[config.mk]
export PLATFORM = sky130hd
export DESIGN_NAME = inst_fetch_queue
export DESIGN_NICKNAME = d
export VERILOG_FILES = /design/src/rtl/inst_fetch_queue.sv
export SDC_FILE = /design/constraint.sdc
export NUM_CORES = 1
export LEC_CHECK = 0
export CAP_MARGIN = 25
export CORE_MARGIN = 10
export CORE_UTILIZATION = 46
export CTS_BUF_LIST = sky130_fd_sc_hd__clkbuf_16
export CTS_CLUSTER_SIZE = 14
export DETAILED_ROUTE_END_ITERATION = 8
export PLACE_DENSITY = 0.77
export SLEW_MARGIN = 20
export SYNTH_ARGS = -nofsm -noshare
export SYNTH_HDL_FRONTEND = slang
export SYNTH_SLANG_ARGS = --single-unit
[constraint.sdc]
create_clock -name clk -period 2.8 [get_ports clk]
set_clock_uncertainty 0.15 [all_clocks]
set_input_delay 0.56 -clock clk [delete_from_list [all_inputs] [get_ports clk]]
set_output_delay 0.56 -clock clk [all_outputs]
set_load 0.03 [all_outputs]
[src/rtl/inst_fetch_queue.sv]
// Instruction fetch queue: issues PC reads to a one-cycle synchronous instruction
// memory and buffers {pc, inst} pairs for decode behind a credit-based stall.
module inst_fetch_queue #(
  parameter int ADDR_W = 32,
  parameter int DATA_W = 32,
  parameter int DEPTH  = 2
) (
  input  logic              clk,
  input  logic              rst,
  input  logic [ADDR_W-1:0] pc_i,
  input  logic              pc_ce_i,
  output logic              stall_o,
  output logic              imem_ce_o,
  output logic [ADDR_W-1:0] imem_addr_o,
  input  logic [DATA_W-1:0] imem_data_i,
  input  logic              flush_i,
  output logic              id_valid_o,
  input  logic              id_ready_i,
  output logic [ADDR_W-1:0] id_pc_o,
  output logic [DATA_W-1:0] id_inst_o
);

  localparam int PTR_W = (DEPTH > 1) ? $clog2(DEPTH) : 1;
  localparam int CNT_W = PTR_W + 1;
  localparam int OCC_W = PTR_W + 2;
  localparam logic [OCC_W-1:0] DEPTH_OCC = OCC_W'(DEPTH);

  function automatic logic [PTR_W-1:0] ptr_inc(input logic [PTR_W-1:0] ptr);
    return ptr + PTR_W'(1'b1);
  endfunction

  logic [ADDR_W-1:0] pc_mem_r   [DEPTH];
  logic [DATA_W-1:0] inst_mem_r [DEPTH];
  logic [PTR_W-1:0]  rd_ptr_r;
  logic [PTR_W-1:0]  wr_ptr_r;
  logic [CNT_W-1:0]  count_r;
  logic              inflight_r;
  logic [ADDR_W-1:0] req_pc_r;

  logic              valid_s;
  logic              pop_s;
  logic              push_s;
  logic              issue_s;
  logic              stall_s;
  logic [OCC_W-1:0]  occ_s;
  logic [CNT_W-1:0]  count_nxt_s;

  // Handshake, credit and issue decisions; occupancy counts the same-cycle pop as freed space.
  always_comb begin
    valid_s = (count_r != {CNT_W{1'b0}});
    pop_s   = valid_s & id_ready_i;
    occ_s   = {1'b0, count_r}
            + {{(OCC_W-1){1'b0}}, inflight_r}
            - {{(OCC_W-1){1'b0}}, pop_s};
    stall_s = pc_ce_i & (occ_s >= DEPTH_OCC);
    issue_s = pc_ce_i & ~flush_i & ~stall_s;
    push_s  = inflight_r & ~flush_i;
  end

  // Next occupancy; simultaneous push and pop leaves it unchanged.
  always_comb begin
    count_nxt_s = count_r;
    case ({push_s, pop_s})
      2'b10:   count_nxt_s = count_r + CNT_W'(1'b1);
      2'b01:   count_nxt_s = count_r - CNT_W'(1'b1);
      default: count_nxt_s = count_r;
    endcase
  end

  // Control state: pointers, occupancy and the outstanding memory request.
  always_ff @(posedge clk or negedge rst) begin
    if (!rst) begin
      rd_ptr_r   <= {PTR_W{1'b0}};
      wr_ptr_r   <= {PTR_W{1'b0}};
      count_r    <= {CNT_W{1'b0}};
      inflight_r <= 1'b0;
      req_pc_r   <= {ADDR_W{1'b0}};
    end else if (flush_i) begin
      rd_ptr_r   <= {PTR_W{1'b0}};
      wr_ptr_r   <= {PTR_W{1'b0}};
      count_r    <= {CNT_W{1'b0}};
      inflight_r <= 1'b0;
    end else begin
      count_r    <= count_nxt_s;
      inflight_r <= issue_s;
      if (issue_s) begin
        req_pc_r <= pc_i;
      end
      if (push_s) begin
        wr_ptr_r <= ptr_inc(wr_ptr_r);
      end
      if (pop_s) begin
        rd_ptr_r <= ptr_inc(rd_ptr_r);
      end
    end
  end

  // Entry storage; returning memory data is paired with the PC that requested it.
  always_ff @(posedge clk or negedge rst) begin
    if (!rst) begin
      for (int i = 0; i < DEPTH; i++) begin
        pc_mem_r[i]   <= {ADDR_W{1'b0}};
        inst_mem_r[i] <= {DATA_W{1'b0}};
      end
    end else if (push_s) begin
      pc_mem_r[wr_ptr_r]   <= req_pc_r;
      inst_mem_r[wr_ptr_r] <= imem_data_i;
    end
  end

  assign stall_o     = stall_s;
  assign imem_ce_o   = issue_s & rst;
  assign imem_addr_o = pc_i;
  assign id_valid_o  = valid_s;
  assign id_pc_o     = pc_mem_r[rd_ptr_r];
  assign id_inst_o   = inst_mem_r[rd_ptr_r];

endmodule

==> results.yml, run 1 <==
status:
  status: "finished with violations"
  violations: "negative setup slack"
routing:
  vias: 4237
  drt-initial-drc-count: 105
  ant_nets: 0
  drc: 0
  avgViaCountPerCell: 4.991
  routed_wl_mm: 16.44
  drtPass1Iterations: 4
  wl_per_cell_um: 19.36
cells_and_area:
  fin_nets: 690
  layout.cells.non_filler: 849
  drive_above_1_share: 0.4415
  area_delta_synth_final_pct: 33.72
  seqCellArea_sq_um: 4130
  final_area_sq_um: 9863
  multi_input_area_sq_um: 2854
  fill_cells: 1175
timing:
  post-route-min-period_ps: 3158
  rsz0062_at_grt: "yes"
  maxSlewViolCount: 0
  fin_crit_sh: 1.128
  setup_ws_ps: -357.8
  tightestPinTransition_ps: 907.4
  maxSlewHeadroom: 0.3951
  clock.fmax_mhz: 316.7
  fin_tns_setup_ps: -676.8
  finalSetupViolations: 9
  finalHoldViolations: 0
power_and_ir_drop:
  combinationalPowerShare: 0.339
  vdd_drop_max_v: 0.0004491
  power_leakage_nw: 4.587
  swShare: 0.3114
  power.density_nw_per_um2: 921.4
  p_switching_mw: 2.830
  clkPwrFrac: 0.265
  internal_power_mw: 6.258
  seqPwrFrac: 0.396
clock_network:
  clock_sinks: 165
  cts_buffers: 17
  ctsHoldBuffers: 0
  path_clk_slew_ps: 70
  clockRootBuffer: "clkbuf_16"
  cts_max_level: 4
  clk_latency_ps: 420
  clockBufferDepth: 2
  cts_tree: "built"
critical_path:
  critPathKind: "reg2out"
  crit_arrival_ps: 2450
  crit_chain: "o21a_1 > ha_4 > nand2b_4 > fa_2 > and4b_2 > and2_4 > buf_6"
  required_ps: 2090
  cp_slowest_stage_delay_ps: 530
  critPathMaxFanout: 2
  slowest_stage: "fa_2"
  end_kind: "primary output"
  startpoint_type: "flop"
synth:
  synth-seq-cells: 165
  synth_top_family_by_area: "multiplexers"
  synth_warnings: 0
  synth_top_cell_area_share: 0.5598
  yosysMostFrequentCell: "mux2_2"
  synth-compound-area-share: 0.005598
  syn_area_sq_um: 7376
  muxShareOfSynthArea: 0.3562
  synth_cell_types: 28
  synth_edf_count: 0
  syn_inst: 472
  synth_nets: 543
  synth.area.top_cells: "dfrtp_1 56%, mux2_2 29%, mux2_4 5.7%"
  postSynthAreaPerCell_sq_um: 15.63
  yosys.area_share.simple: 0.01187
  synthFlopType: "dfrtp_1"
  synth_fa_ha_area_frac: 0.004411
  ys_async_sr_fraction: 1.000
  synth.largest_area_cell: "dfrtp_1"
  yosys-top-cells-count: "191 x mux2_2, 165 x dfrtp_1, 38 x buf_4"
  seq_area_frac_synth: 0.5598
  synthXorXnorAreaFrac: 0.003562
grt:
  busiest_layer: "met2"
  grt_pass1_vias: 4973
  grt_use_total: 0.1563
  grt_start_max_net_pins: 166
  globalRouteMet1Util: 0.1906
  grt_util_met3: 0.05624
  antenna_found_initial: 1
  grt_pass1_wl_mm: 26.83
  grtUsageMet2: 0.2557
  overflow: 0
placed_design:
  dp.cells: 813
  postPlaceCellArea_sq_um: 9092
  gp_congestion: 0.7119
  dp_hpwl_mm: 10.92
  io_buffers: 167
run:
  cap_violations: 0
floorplan:
  die_w_um: 146.6
  pin_count: 168
  start_util: 0.4660
  die_h_um: 146.6
  core_sq_um: 15830
  placement_rows: 46
  dieArea_sq_um: 21500
worst_hold_path:
  hp-class: "in2async"
[layout by cell type (no fill, tap or decap), drive strengths merged]
master and count:
xnor2 3, o31ai 1, and4b 1, nand3b 1, clkbuf 17, inv 5
dfrtp 165, dlymetal6s2s 31, clkinv 5, a21boi 1, o21a 1, nor2 5
bufinv 4, ha 1, o21ai 2, dlygate4sd2 21, clkinvlp 3, a2111oi 1
and2 1, nor2b 1, fa 1, and3b 1, diode 1, nand2b 2
and3 1, buf 19, clkdlybuf4s50 112, mux2 224, or2 1, bufbuf 1
[critical path: cells and delay by family (launching register included)]
kind                       cells  cell delay (ps)
adders and majority gates      2              750
AOI/OAI and AO/OA              1              220
buffers and inverters          1              120
DFF                            1              390
and+or+nand+nor                3              550
[layout make-up]
type                    count  share of cell area
flip-flops and latches    165              0.4187
clock inverters            15             0.01890
well taps                 216             0.02740
diodes                      1           0.0002537
multi-input cells         249              0.2894
clock buffers              17             0.04313
repair buffers            184              0.2014
inverters                   2           0.0007611
[per-layer routing]
metal / vias up / part of all wire / wire length (um)
li1: 1942 / - / -
met1: 2173 / 0.44 / 7292
met2: 106 / 0.49 / 8118
met3: 16 / 0.054 / 889
met4: 0 / 0.0084 / 138
met5: - / 0 / 0
[path summary, 6_finish.rpt]
check	start	to	slack, ps	cells after the start
setup reg to reg	count_r[1]	req_pc_r[7]	-10	8
setup / recovery	count_r[1]	imem_ce_o	-360	7
hold / removal	rst	inst_mem_r[42]	140	2
min in group clk	inst_mem_r[39]	inst_mem_r[39]	330	1
max in group asynchronous	rst	inst_mem_r[59]	1640	2
hold reg to reg	inst_mem_r[39]	inst_mem_r[39]	330	1
[power by group through the flow]
stage               Combinational, mW  Clock [mW]  Sequential (mW)
finish                           3.08        2.41             3.60
global placement                 3.15           0             3.55
floorplan                        2.14           0             3.48
detailed placement               3.22           0             3.64
CTS                              3.17        2.48             3.60
global route                     3.28        2.59             3.71
[timing repair]
item,4_1_cts,5_1_grt
buffers inserted,2,0
gates resized for setup,30,33
pin swaps,2,2
cloned,1,0
endpoints found under the setup margin,54,65
[flip-flops by register name (all words and copies together), names as in the netlist]
register and count:
req_pc_r 32, pc_mem_r 64, rd_ptr_r 1, inflight_r 1
wr_ptr_r 1, inst_mem_r 64, count_r 2
[through the flow]
| step | power [mW] | utilization | hold WS (ps) | worst slack (ps) |
|---|---|---|---|---|
| after CTS | 9.253 | 0.6171 | 225.5 | -459.1 |
| after floorplan | 5.618 | - | 114.4 | -205.4 |
| after detailed placement | 6.856 | 0.5745 | 322.5 | -803.4 |
| final | 9.088 | 0.6232 | 138.7 | -357.8 |
| after global routing | 9.576 | 0.6232 | 234.8 | -431.5 |
| after global placement | 6.700 | 0.5745 | 312.7 | -685.3 |
[logic make-up (layout without fill, tap and decap cells)]
logic type                 Yosys count  in the layout
AOI/OAI and AO/OA                    6              6
xor gates and xnor gates             3              3
adders and majority gates            2              2
buffers and inverters               58            218
DFF                                165            165
muxes                              224            224
other                                0              1
and+or+nand+nor                     14             14
Note: power is estimated with default switching activity, not from simulation.
==> run 2, diff against run 1 <==
--- a/config.mk
+++ b/config.mk
@@ -11,6 +11,7 @@
 export CTS_BUF_LIST = sky130_fd_sc_hd__clkbuf_16
 export CTS_CLUSTER_SIZE = 14
 export DETAILED_ROUTE_END_ITERATION = 8
+export HOLD_SLACK_MARGIN = 0.12
 export PLACE_DENSITY = 0.77
 export SLEW_MARGIN = 20
 export SYNTH_ARGS = -nofsm -noshare
==> results of run 2 <==
No change in the layout: final DEF, timing and power equal those of run 1.
